$ cat src/rtl/dram_pkg.sv
// Shared DRAM command encodings, default timings and scheduler states.
// The timing checker and the command scheduler both import this package.
package dram_pkg;

   typedef enum logic [1:0] {
      ACT   = 2'b00,
      READ  = 2'b01,
      WRITE = 2'b10,
      PRE   = 2'b11
   } cmd_e;

   typedef enum logic [1:0] {
      IDLE     = 2'b00,
      ACT_WAIT = 2'b01,
      OPEN     = 2'b10,
      PRE_WAIT = 2'b11
   } sched_state_e;

   localparam int unsigned ROW_W_DEF        = 14;
   localparam int unsigned T_RCD_DEF        = 3;
   localparam int unsigned T_RAS_DEF        = 7;
   localparam int unsigned T_RP_DEF         = 3;
   localparam int unsigned IDLE_TIMEOUT_DEF = 8;

   // Counter preload for a constraint t, given how many cycles the issue path adds.
   function automatic int unsigned wait_load(input int unsigned t, input int unsigned lead);
      return (t > lead) ? (t - lead) : 0;
   endfunction

endpackage

$ cat src/rtl/dram_timing_ctr.sv
// Loadable down-counter that saturates at zero; done while the count is zero.
module dram_timing_ctr #(
   parameter int unsigned W = 4
) (
   input  logic         clk,
   input  logic         rst_n,
   input  logic         i_load,
   input  logic [W-1:0] i_val,
   output logic         o_done_c
);

   logic [W-1:0] r_cnt;

   always_ff @(posedge clk or negedge rst_n) begin
      if (!rst_n) begin
         r_cnt <= '0;
      end else if (i_load) begin
         r_cnt <= i_val;
      end else if (r_cnt != '0) begin
         r_cnt <= r_cnt - W'(1);
      end
   end

   assign o_done_c = (r_cnt == '0);

endmodule

$ cat src/rtl/dram_cmd_scheduler.sv
// Single-bank open-page DRAM command scheduler (ACT/READ/WRITE/PRE, tRCD/tRAS/tRP).
// Define DRAM_SCHED_IDLE_PRE_EN to auto-precharge a row idle for IDLE_TIMEOUT cycles.
module dram_cmd_scheduler
   import dram_pkg::*;
#(
   parameter int unsigned ROW_W = ROW_W_DEF,
   parameter int unsigned T_RCD = T_RCD_DEF,
   parameter int unsigned T_RAS = T_RAS_DEF,
   parameter int unsigned T_RP  = T_RP_DEF
`ifdef DRAM_SCHED_IDLE_PRE_EN
   ,
   parameter int unsigned IDLE_TIMEOUT = IDLE_TIMEOUT_DEF
`endif
) (
   input  logic             clk,
   input  logic             rst_n,
   input  logic             req_valid,
   output logic             req_ready,
   input  logic             req_write,
   input  logic [ROW_W-1:0] req_row,
   output logic             cmd_valid,
   output logic [1:0]       cmd,
   output logic [ROW_W-1:0] cmd_row,
   output logic             row_open,
   output logic [ROW_W-1:0] open_row
);

   localparam int unsigned T_MAX = (T_RAS > T_RCD) ? ((T_RAS > T_RP) ? T_RAS : T_RP)
                                                   : ((T_RCD > T_RP) ? T_RCD : T_RP);
   localparam int unsigned CTR_W = $clog2(T_MAX + 1);

   // tRAS is checked directly in OPEN (one cycle of issue latency); tRCD and tRP
   // also absorb the wait-state exit cycle, hence the larger lead.
   localparam logic [CTR_W-1:0] RCD_LD = CTR_W'(wait_load(T_RCD, 2));
   localparam logic [CTR_W-1:0] RAS_LD = CTR_W'(wait_load(T_RAS, 1));
   localparam logic [CTR_W-1:0] RP_LD  = CTR_W'(wait_load(T_RP, 2));

   sched_state_e     r_state;
   sched_state_e     w_state_nxt;
   logic             r_cmd_valid;
   cmd_e             r_cmd;
   logic [ROW_W-1:0] r_cmd_row;
   logic             r_row_open;
   logic [ROW_W-1:0] r_open_row;

   logic             w_fire;
   cmd_e             w_cmd_nxt;
   logic [ROW_W-1:0] w_row_nxt;
   logic             w_row_open_nxt;
   logic [ROW_W-1:0] w_open_row_nxt;
   logic             w_ld_rcd;
   logic             w_ld_ras;
   logic             w_ld_rp;
   logic             w_rcd_done;
   logic             w_ras_done;
   logic             w_rp_done;
   logic             w_hit;
   logic             w_idle_expired;

   dram_timing_ctr #(.W(CTR_W)) u_rcd (
      .clk(clk), .rst_n(rst_n), .i_load(w_ld_rcd), .i_val(RCD_LD), .o_done_c(w_rcd_done)
   );
   dram_timing_ctr #(.W(CTR_W)) u_ras (
      .clk(clk), .rst_n(rst_n), .i_load(w_ld_ras), .i_val(RAS_LD), .o_done_c(w_ras_done)
   );
   dram_timing_ctr #(.W(CTR_W)) u_rp (
      .clk(clk), .rst_n(rst_n), .i_load(w_ld_rp), .i_val(RP_LD), .o_done_c(w_rp_done)
   );

`ifdef DRAM_SCHED_IDLE_PRE_EN
   localparam int unsigned IDLE_W = $clog2(IDLE_TIMEOUT + 1);

   logic [IDLE_W-1:0] r_idle_cnt;

   // Counts consecutive request-free cycles while a row is open.
   always_ff @(posedge clk or negedge rst_n) begin
      if (!rst_n) begin
         r_idle_cnt <= '0;
      end else if ((r_state != OPEN) || req_valid) begin
         r_idle_cnt <= '0;
      end else if (!w_idle_expired) begin
         r_idle_cnt <= r_idle_cnt + IDLE_W'(1);
      end
   end

   assign w_idle_expired = (r_idle_cnt == IDLE_W'(IDLE_TIMEOUT));
`else
   assign w_idle_expired = 1'b0;
`endif

   assign w_hit = (req_row == r_open_row);

   always_ff @(posedge clk or negedge rst_n) begin
      if (!rst_n) begin
         r_state <= IDLE;
      end else begin
         r_state <= w_state_nxt;
      end
   end

   always_comb begin
      w_state_nxt    = r_state;
      w_fire         = 1'b0;
      w_cmd_nxt      = r_cmd;
      w_row_nxt      = r_cmd_row;
      w_row_open_nxt = r_row_open;
      w_open_row_nxt = r_open_row;
      w_ld_rcd       = 1'b0;
      w_ld_ras       = 1'b0;
      w_ld_rp        = 1'b0;
      req_ready      = 1'b0;
      case (r_state)
         IDLE: begin
            if (req_valid) begin
               w_fire         = 1'b1;
               w_cmd_nxt      = ACT;
               w_row_nxt      = req_row;
               w_row_open_nxt = 1'b1;
               w_open_row_nxt = req_row;
               w_ld_rcd       = 1'b1;
               w_ld_ras       = 1'b1;
               w_state_nxt    = ACT_WAIT;
            end
         end
         ACT_WAIT: begin
            if (w_rcd_done) begin
               w_state_nxt = OPEN;
            end
         end
         OPEN: begin
            if (req_valid && w_hit) begin
               w_fire    = 1'b1;
               w_cmd_nxt = req_write ? WRITE : READ;
               w_row_nxt = r_open_row;
               req_ready = 1'b1;
            end else if ((req_valid || w_idle_expired) && w_ras_done) begin
               w_fire         = 1'b1;
               w_cmd_nxt      = PRE;
               w_row_nxt      = r_open_row;
               w_row_open_nxt = 1'b0;
               w_ld_rp        = 1'b1;
               w_state_nxt    = PRE_WAIT;
            end
         end
         PRE_WAIT: begin
            if (w_rp_done) begin
               w_state_nxt = IDLE;
            end
         end
         default: w_state_nxt = IDLE;
      endcase
   end

   // Command and row-status registers; row status changes with the ACT/PRE it reflects.
   always_ff @(posedge clk or negedge rst_n) begin
      if (!rst_n) begin
         r_cmd_valid <= 1'b0;
         r_cmd       <= PRE;
         r_cmd_row   <= '0;
         r_row_open  <= 1'b0;
         r_open_row  <= '0;
      end else begin
         r_cmd_valid <= w_fire;
         r_cmd       <= w_cmd_nxt;
         r_cmd_row   <= w_row_nxt;
         r_row_open  <= w_row_open_nxt;
         r_open_row  <= w_open_row_nxt;
      end
   end

   assign cmd_valid = r_cmd_valid;
   assign cmd       = r_cmd;
   assign cmd_row   = r_cmd_row;
   assign row_open  = r_row_open;
   assign open_row  = r_open_row;

endmodule

$ cat config.mk
export PLATFORM = sky130hd
export DESIGN_NAME = dram_cmd_scheduler
export DESIGN_NICKNAME = d
export VERILOG_FILES = /design/src/rtl/dram_pkg.sv /design/src/rtl/dram_timing_ctr.sv /design/src/rtl/dram_cmd_scheduler.sv
export SDC_FILE = /design/constraint.sdc
export NUM_CORES = 1
export LEC_CHECK = 0
export BUFFER_PORTS_ARGS = -buffer_cell sky130_fd_sc_hd__buf_2
export CAP_MARGIN = 0
export CORE_MARGIN = 2
export CORE_UTILIZATION = 50
export DETAILED_ROUTE_END_ITERATION = 7
export GPL_TIMING_DRIVEN = 0
export HOLD_SLACK_MARGIN = 0.08
export PLACE_DENSITY_LB_ADDON = 0.05
export SLEW_MARGIN = 20
export SYNTH_ARGS = -nofsm -noshare
export SYNTH_HDL_FRONTEND = slang
export SYNTH_SLANG_ARGS = --single-unit
$ cat constraint.sdc
create_clock -name clk -period 4.7 [get_ports clk]
set_input_delay 1.175 -clock clk [delete_from_list [all_inputs] [get_ports clk]]
set_output_delay 1.175 -clock clk [all_outputs]
set_load 0.02 [all_outputs]
==> impl_metrics.toml, run 1 <==
[sta]
whs_ns = 0.490
tightest_slew_ns = 0.927
setup_tns_ns = 0
skew_ns = 0.00701
timing.final.crit_period_ns = 3.76
slew_headroom_pct = 38.2
rsz0062_at_grt = "false"
finalHoldViolations = 0
fin_crit_sh_pct = 80.1
max_freq_mhz = 266
finalMaxSlewViolations = 0
setup_viol = 0

[synthesis]
syn_inst = 258
syn_area_um2 = 2340
synth_fp_nets = 286
synth-seq-area-share_pct = 46.1
yosysWarnings = 0
synth_edf_count = 0
postSynthAreaPerCell_um2 = 9.07
synth_ff_type = "dfrtp_1"
async_flop_share_pct = 100
synth_cell_type_count = 40
ys_ff_latch = 43

[clock_tree]
cts.clk_slew.worst_paths_ns = 0.08
clockBufferDepth = 2
cts-root-buf = "clkbuf_8"
clk_latency_ns = 0.30
post-cts-setup-buffer-count = 0
cts_tree = "yes"
postCtsHoldBufs = 0
clock-sinks = 43
cts_buffers = 5
cts-htree-levels = 2
cts-resized-gates = 0

[critical_path]
reg2reg_to = "cmd_row[7]"
critPathBufInv = 2
crit_family = "simple AND/OR/NAND/NOR gates"
slowest_delay_ns = 0.56
rrSetupSlack_ns = 2.42
cp_data_required_time_ns = 3.52
r2r-start = "open_row[3]"
startpoint_type = "input pin"
crit_arrival_ns = 2.59
reg2reg_depth = 6
crit_path_end_kind = "output port"
worstSetupPathType = "in -> out"
cp_slowest_cell = "nor4_1"
cp_max_fo = 3
path_cells = "buf_2 -> xnor2_1 -> nand4_1 -> nor4_1 -> and2_1 -> buf_2"
cp_common_cell = "buf_2"

[die]
die_x_um = 72.4
num_rows = 24
pin_count = 51
dieArea_um2 = 5240
die_y_um = 72.4
core_um2 = 4440
start_util_pct = 52.6

[run]
drv_cap = 0

[power]
combinationalPowerShare_pct = 55.1
powerDensity_nw_per_um2 = 733
switchingPower_w = 0.000919
finalPower_w = 0.00201
p_int_w = 0.00109
irDropWorstVdd_mv = 0.327
clkPwrFrac_pct = 11.7
seqPwrFrac_pct = 33.2
cellLeakagePower_nw = 1.39
switching_share_pct = 45.7

[finish]
seq_area_um2 = 1080
layout.nets = 343
n_fill_cell = 417
diodes = 0
layout-drive-gt1-share_pct = 21.0
multi_input_area_um2 = 1160
syn_to_final_growth_pct = 17.2

[hold_path]
hp-start = "u_ras.r_cnt[2]"
hold_depth = 1
hp-class = "reg -> reg"
whs_endpoint = "u_ras.r_cnt[2]"

[route]
via_per_inst = 5.62
drc_errors = 0
drt-total-wl_um = 5620
drt.antenna.violating_nets = 0
drt_iter0_drc = 118
first_pass_iters = 4
drt-wirelength-per-cell_um = 15.3
via_count = 2063

[placement]
port_buffers = 50
hpwl_um = 4060
place.gp.congestion = 0.872

[run_status]
status = "complete, no violations"

[global_route]
grt-ovfl-total = 0
grt_start_max_net_pins = 44
grt_use_total_pct = 23.4
antenna_found_initial = 0
first_global_vias = 1963
grt_pass1_wl_um = 9300
==> cell usage after synthesis, drive strengths merged (6+ instances only) <==
| cell type | n | share of area, % |
|---|---|---|
| clkbuf | 11 | 1.8 |
| dfrtp | 41 | 44 |
| ha | 10 | 5.3 |
| inv | 12 | 1.9 |
| nand2 | 65 | 10 |
| nand4 | 6 | 1.6 |
| nor2 | 13 | 2.1 |
| o21ai | 17 | 3.6 |
| o22a | 14 | 5.2 |
| o22ai | 13 | 3.5 |
| xnor2 | 16 | 6.0 |
==> final cells by class <==
| class | instances | area share (%) |
|---|---|---|
| multi-input combinational | 189 | 42.2 |
| inverter | 12 | 1.64 |
| tap | 52 | 2.37 |
| sequential | 43 | 39.3 |
| clock inverter | 1 | 0.182 |
| buffer | 14 | 2.10 |
| clock buffer | 6 | 3.01 |
| timing repair buffer | 50 | 9.12 |
==> power by group through the flow <==
stage / Combinational [W] / Clock [W] / Sequential (W)
floorplan: 0.000685 / 0 / 0.000780
global placement: 0.00109 / 0 / 0.000669
detailed placement: 0.00111 / 0 / 0.000672
CTS: 0.00111 / 0.000240 / 0.000666
global route: 0.00124 / 0.000257 / 0.000689
finish: 0.00111 / 0.000235 / 0.000667
==> routing by layer <==
metal	share of wire, %	track usage, %	vias up
met5	0	0	-
met4	1.2	7.82	0
met3	4.5	5.00	6
met2	49	39.4	63
met1	45	30.1	990
li1	-	-	1004
==> cells in the final DEF (no fill, tap or decap), types with 10 or more instances in the layout <==
cell	Yosys	final
xnor2_1	16	16
clkbuf_1	11	11
buf_2	1	51
nor2_1	13	13
o22a_1	14	14
inv_1	12	12
nand2_1	65	65
ha_1	10	10
o21ai_0	17	17
dfrtp_1	41	41
o22ai_1	13	13
==> worst max path at each step <==
| stage | slack (ns) | from | end | cells after the start |
|---|---|---|---|---|
| 2_1_floorplan | 1.46 | req_row[2] | req_ready | 4 |
| 3_3_place_gp | 0.92 | req_row[2] | req_ready | 6 |
| 3_5_place_dp | 0.92 | req_row[2] | req_ready | 6 |
| 4_1_cts | 0.92 | req_row[2] | req_ready | 6 |
| 5_1_grt | 0.78 | req_row[0] | req_ready | 6 |
| 6_report | 0.94 | req_row[2] | req_ready | 6 |
==> sequential cells by signal, summed over array words and instances (netlist names) <==
| signal | count |
|---|---|
| cmd_row | 14 |
| open_row | 14 |
| u_ras.r_cnt | 3 |
| u_rcd.r_cnt | 3 |
| u_rp.r_cnt | 3 |
| cmd | 2 |
| r_state | 2 |
| cmd_valid | 1 |
| row_open | 1 |
==> kinds of logic after synthesis <==
kind of cell | Yosys count | synth area share, %
DFF | 43 | 46.1
adders and majority gates | 10 | 5.35
buffers and inverters | 26 | 4.38
xor gates and xnor gates | 17 | 6.36
muxes | 3 | 1.39
and+or+nand+nor | 100 | 18.8
AOI/OAI and AO/OA | 59 | 17.6
==> per-stage QoR <==
| stage | cell area [um2] | std cells | worst slack (ns) | utilization (%) |
|---|---|---|---|---|
| 2_1_floorplan | 2340 | 258 | 1.46 | - |
| 3_3_place_gp | 2660 | 360 | 0.922 | 59.7 |
| 3_5_place_dp | 2660 | 360 | 0.923 | 59.7 |
| 4_1_cts | 2740 | 367 | 0.923 | 61.7 |
| 5_1_grt | 2740 | 367 | 0.782 | 61.7 |
| 6_report | 2740 | 367 | 0.937 | 61.7 |
==> worst register-to-register path: stages, from the launching register on <==
cell and delay [ns]:
dfrtp_1 0.42, xnor2_1 0.27, nand4_1 0.19, nor4_2 0.59, nor3_1 0.24, buf_2 0.26
o22a_1 0.20
Power figures use the tool's default switching activity.
==> run 2: changes to the inputs <==
--- a/config.mk
+++ b/config.mk
@@ -5,6 +5,7 @@
 export SDC_FILE = /design/constraint.sdc
 export NUM_CORES = 1
 export LEC_CHECK = 0
+export ABC_AREA = 1
 export BUFFER_PORTS_ARGS = -buffer_cell sky130_fd_sc_hd__buf_2
 export CAP_MARGIN = 0
 export CORE_MARGIN = 2
==> constraint.sdc (replaced) <==
create_clock -name clk -period 3.8 [get_ports clk]
set_input_delay 0.95 -clock clk [delete_from_list [all_inputs] [get_ports clk]]
set_output_delay 0.95 -clock clk [all_outputs]
set_load 0.02 [all_outputs]
==> run 2 against run 1 <==
  * Critical path depth rose by 1
  * Critical endpoint unchanged
  * Synthesized cell count rose by 25%
  * First-iteration DRC count down 4.2%
  * Utilization decreased by 1.7 points
  * Sequential cell count unchanged
  * Largest power group unchanged
  * Clock skew is 0.0026 ns higher
  * Worst hold slack lost 0.028 ns
==> impl_metrics.toml, run 2 <==
[run_status]
status = "complete, no violations"

[clock_tree]
clockBufferDepth = 2
clock-sinks = 43
clk_latency_ns = 0.29
cts-resized-gates = 0
cts-htree-levels = 2
postCtsHoldBufs = 0
cts-root-buf = "clkbuf_8"
post-cts-setup-buffer-count = 0
cts_buffers = 5
cts.clk_slew.worst_paths_ns = 0.08
cts_tree = "yes"

[sta]
finalMaxSlewViolations = 0
fin_crit_sh_pct = 76.4
setup_tns_ns = 0
max_freq_mhz = 344
whs_ns = 0.462
setup_viol = 0
skew_ns = 0.00957
rsz0062_at_grt = "false"
timing.final.crit_period_ns = 2.90
finalHoldViolations = 0
slew_headroom_pct = 63.9
tightest_slew_ns = 0.541

[route]
drc_errors = 0
drt_iter0_drc = 113
drt-wirelength-per-cell_um = 11.8
drt-total-wl_um = 5120
via_count = 2091
via_per_inst = 4.82
drt.antenna.violating_nets = 0
first_pass_iters = 4

[power]
combinationalPowerShare_pct = 53.0
powerDensity_nw_per_um2 = 888
switching_share_pct = 46.8
seqPwrFrac_pct = 34.3
p_int_w = 0.00132
switchingPower_w = 0.00116
irDropWorstVdd_mv = 0.393
cellLeakagePower_nw = 1.60
clkPwrFrac_pct = 12.7
finalPower_w = 0.00249

[die]
core_um2 = 4660
start_util_pct = 51.0
num_rows = 25
die_x_um = 73.0
dieArea_um2 = 5320
die_y_um = 73.0
pin_count = 51

[hold_path]
hold_depth = 1
hp-class = "reg -> reg"

[synthesis]
async_flop_share_pct = 100
synthTopCellsByArea = "dfrtp_1 (43%), nand2_1 (18%), inv_1 (8.2%)"
synth_cell_type_count = 24
yosysTopAreaCell = "dfrtp_1"
synth_top_area_share_pct = 43.1
postSynthAreaPerCell_um2 = 7.39
synth-seq-area-share_pct = 45.3
synth_common_cells = "nand2_1 (116), inv_1 (52), dfrtp_1 (41)"
syn_area_um2 = 2380
yosysWarnings = 0
ys_ff_latch = 43
synth_fp_nets = 350
synth.most_common_cell = "nand2_1"
syn_inst = 322
synth_ff_type = "dfrtp_1"
synth_edf_count = 0

[finish]
syn_to_final_growth_pct = 17.7
seq_area_um2 = 1080
stdcell_area_um2 = 2800
fin_util_pct = 60.1
layout.nets = 407
layout-drive-gt1-share_pct = 18.2
diodes = 0
multi_input_area_um2 = 1050
final_cell_mix = "nand2_1 (116), inv_1 (52), buf_2 (49)"
n_fill_cell = 444
final_common_cell = "nand2_1"

[run]
drv_cap = 0

[placement]
place.gp.congestion = 0.780
place_area_um2 = 2700
hpwl_um = 3880
port_buffers = 50

[global_route]
grt_start_max_net_pins = 44
first_global_vias = 1859
grt-ovfl-total = 0
grt_use_total_pct = 21.0
grt_pass1_wl_um = 8630
antenna_found_initial = 0

[critical_path]
cp_data_required_time_ns = 2.85
startpoint_type = "input pin"
crit_arrival_ns = 1.95
worstSetupPathType = "in -> out"
crit_path_end_kind = "output port"
cp_max_fo = 5
reg2reg_depth = 11
==> run 2: cell types whose count changed in the layout (fill, tap and decap cells not counted), moves of 6 or more <==
cell and change:
nand2_1 +51, inv_1 +40, xnor2_1 -13, nand3_1 +22
o21ai_0 +14, o22ai_1 -13, o22a_1 -14, nand4_1 -6
==> run 2: path summary, 6_finish.rpt <==
path                                 from              to  slack (ns)
max in group asynchronous           rst_n          cmd[1]        2.78
max                            req_row[1]       req_ready        0.90
min reg2reg                u_ras.r_cnt[0]  u_ras.r_cnt[0]        0.46
min in group asynchronous           rst_n      r_state[1]        0.64
min                        u_ras.r_cnt[0]  u_ras.r_cnt[0]        0.46
max reg2reg                    r_state[0]     cmd_row[10]        1.92
==> run 2: power by group through the flow <==
stage / clock, W / combinational, W / sequential [W]
3_3_place_gp: 0 / 0.00131 / 0.000850
4_1_cts: 0.000327 / 0.00134 / 0.000852
5_1_grt: 0.000346 / 0.00150 / 0.000882
2_1_floorplan: 0 / 0.000780 / 0.00103
6_report: 0.000316 / 0.00132 / 0.000852
3_5_place_dp: 0 / 0.00134 / 0.000860
==> run 2: layer usage <==
metal | up-vias | track usage, % | part of all wire (%)
li1 | 1098 | - | -
met1 | 933 | 30.4 | 49
met2 | 55 | 32.7 | 45
met3 | 5 | 4.14 | 5.1
met4 | 0 | 4.94 | 0.88
met5 | - | 0 | 0
==> run 2: cell type report <==
| type | instances | share of cell area [%] |
|---|---|---|
| plain buffers | 10 | 1.74 |
| clock buffers | 8 | 3.58 |
| inverters | 54 | 7.24 |
| multi-input cells | 215 | 37.5 |
| flip-flops and latches | 43 | 38.5 |
| well taps | 54 | 2.41 |
| repair buffers | 50 | 9.03 |
==> run 2: cell families (layout without fill, tap and decap cells) <==
kind of cell               count (synthesis)  in the layout  share of synthesized area (%)
AOI/OAI and AO/OA                         40             40                           8.84
and+or+nand+nor                          162            162                           28.9
xor gates and xnor gates                   3              3                           1.10
buffers and inverters                     64            122                           10.6
adders and majority gates                 10             10                           5.26
DFF                                       43             43                           45.3
==> run 2: through the flow <==
stage                     setup WS, ns  instances
after global placement           0.936        426
final                            0.896        434
after floorplan                   1.24        322
after detailed placement         0.903        426
after global routing             0.798        434
after CTS                        0.895        434
==> run 2: worst max-delay path, cell delays in order <==
cell and delay, ns:
buf_2 0.11, xnor2_1 0.17, nand3_1 0.16, nor2_4 0.22, nand3_4 0.13, inv_2 0.06, buf_2 0.15
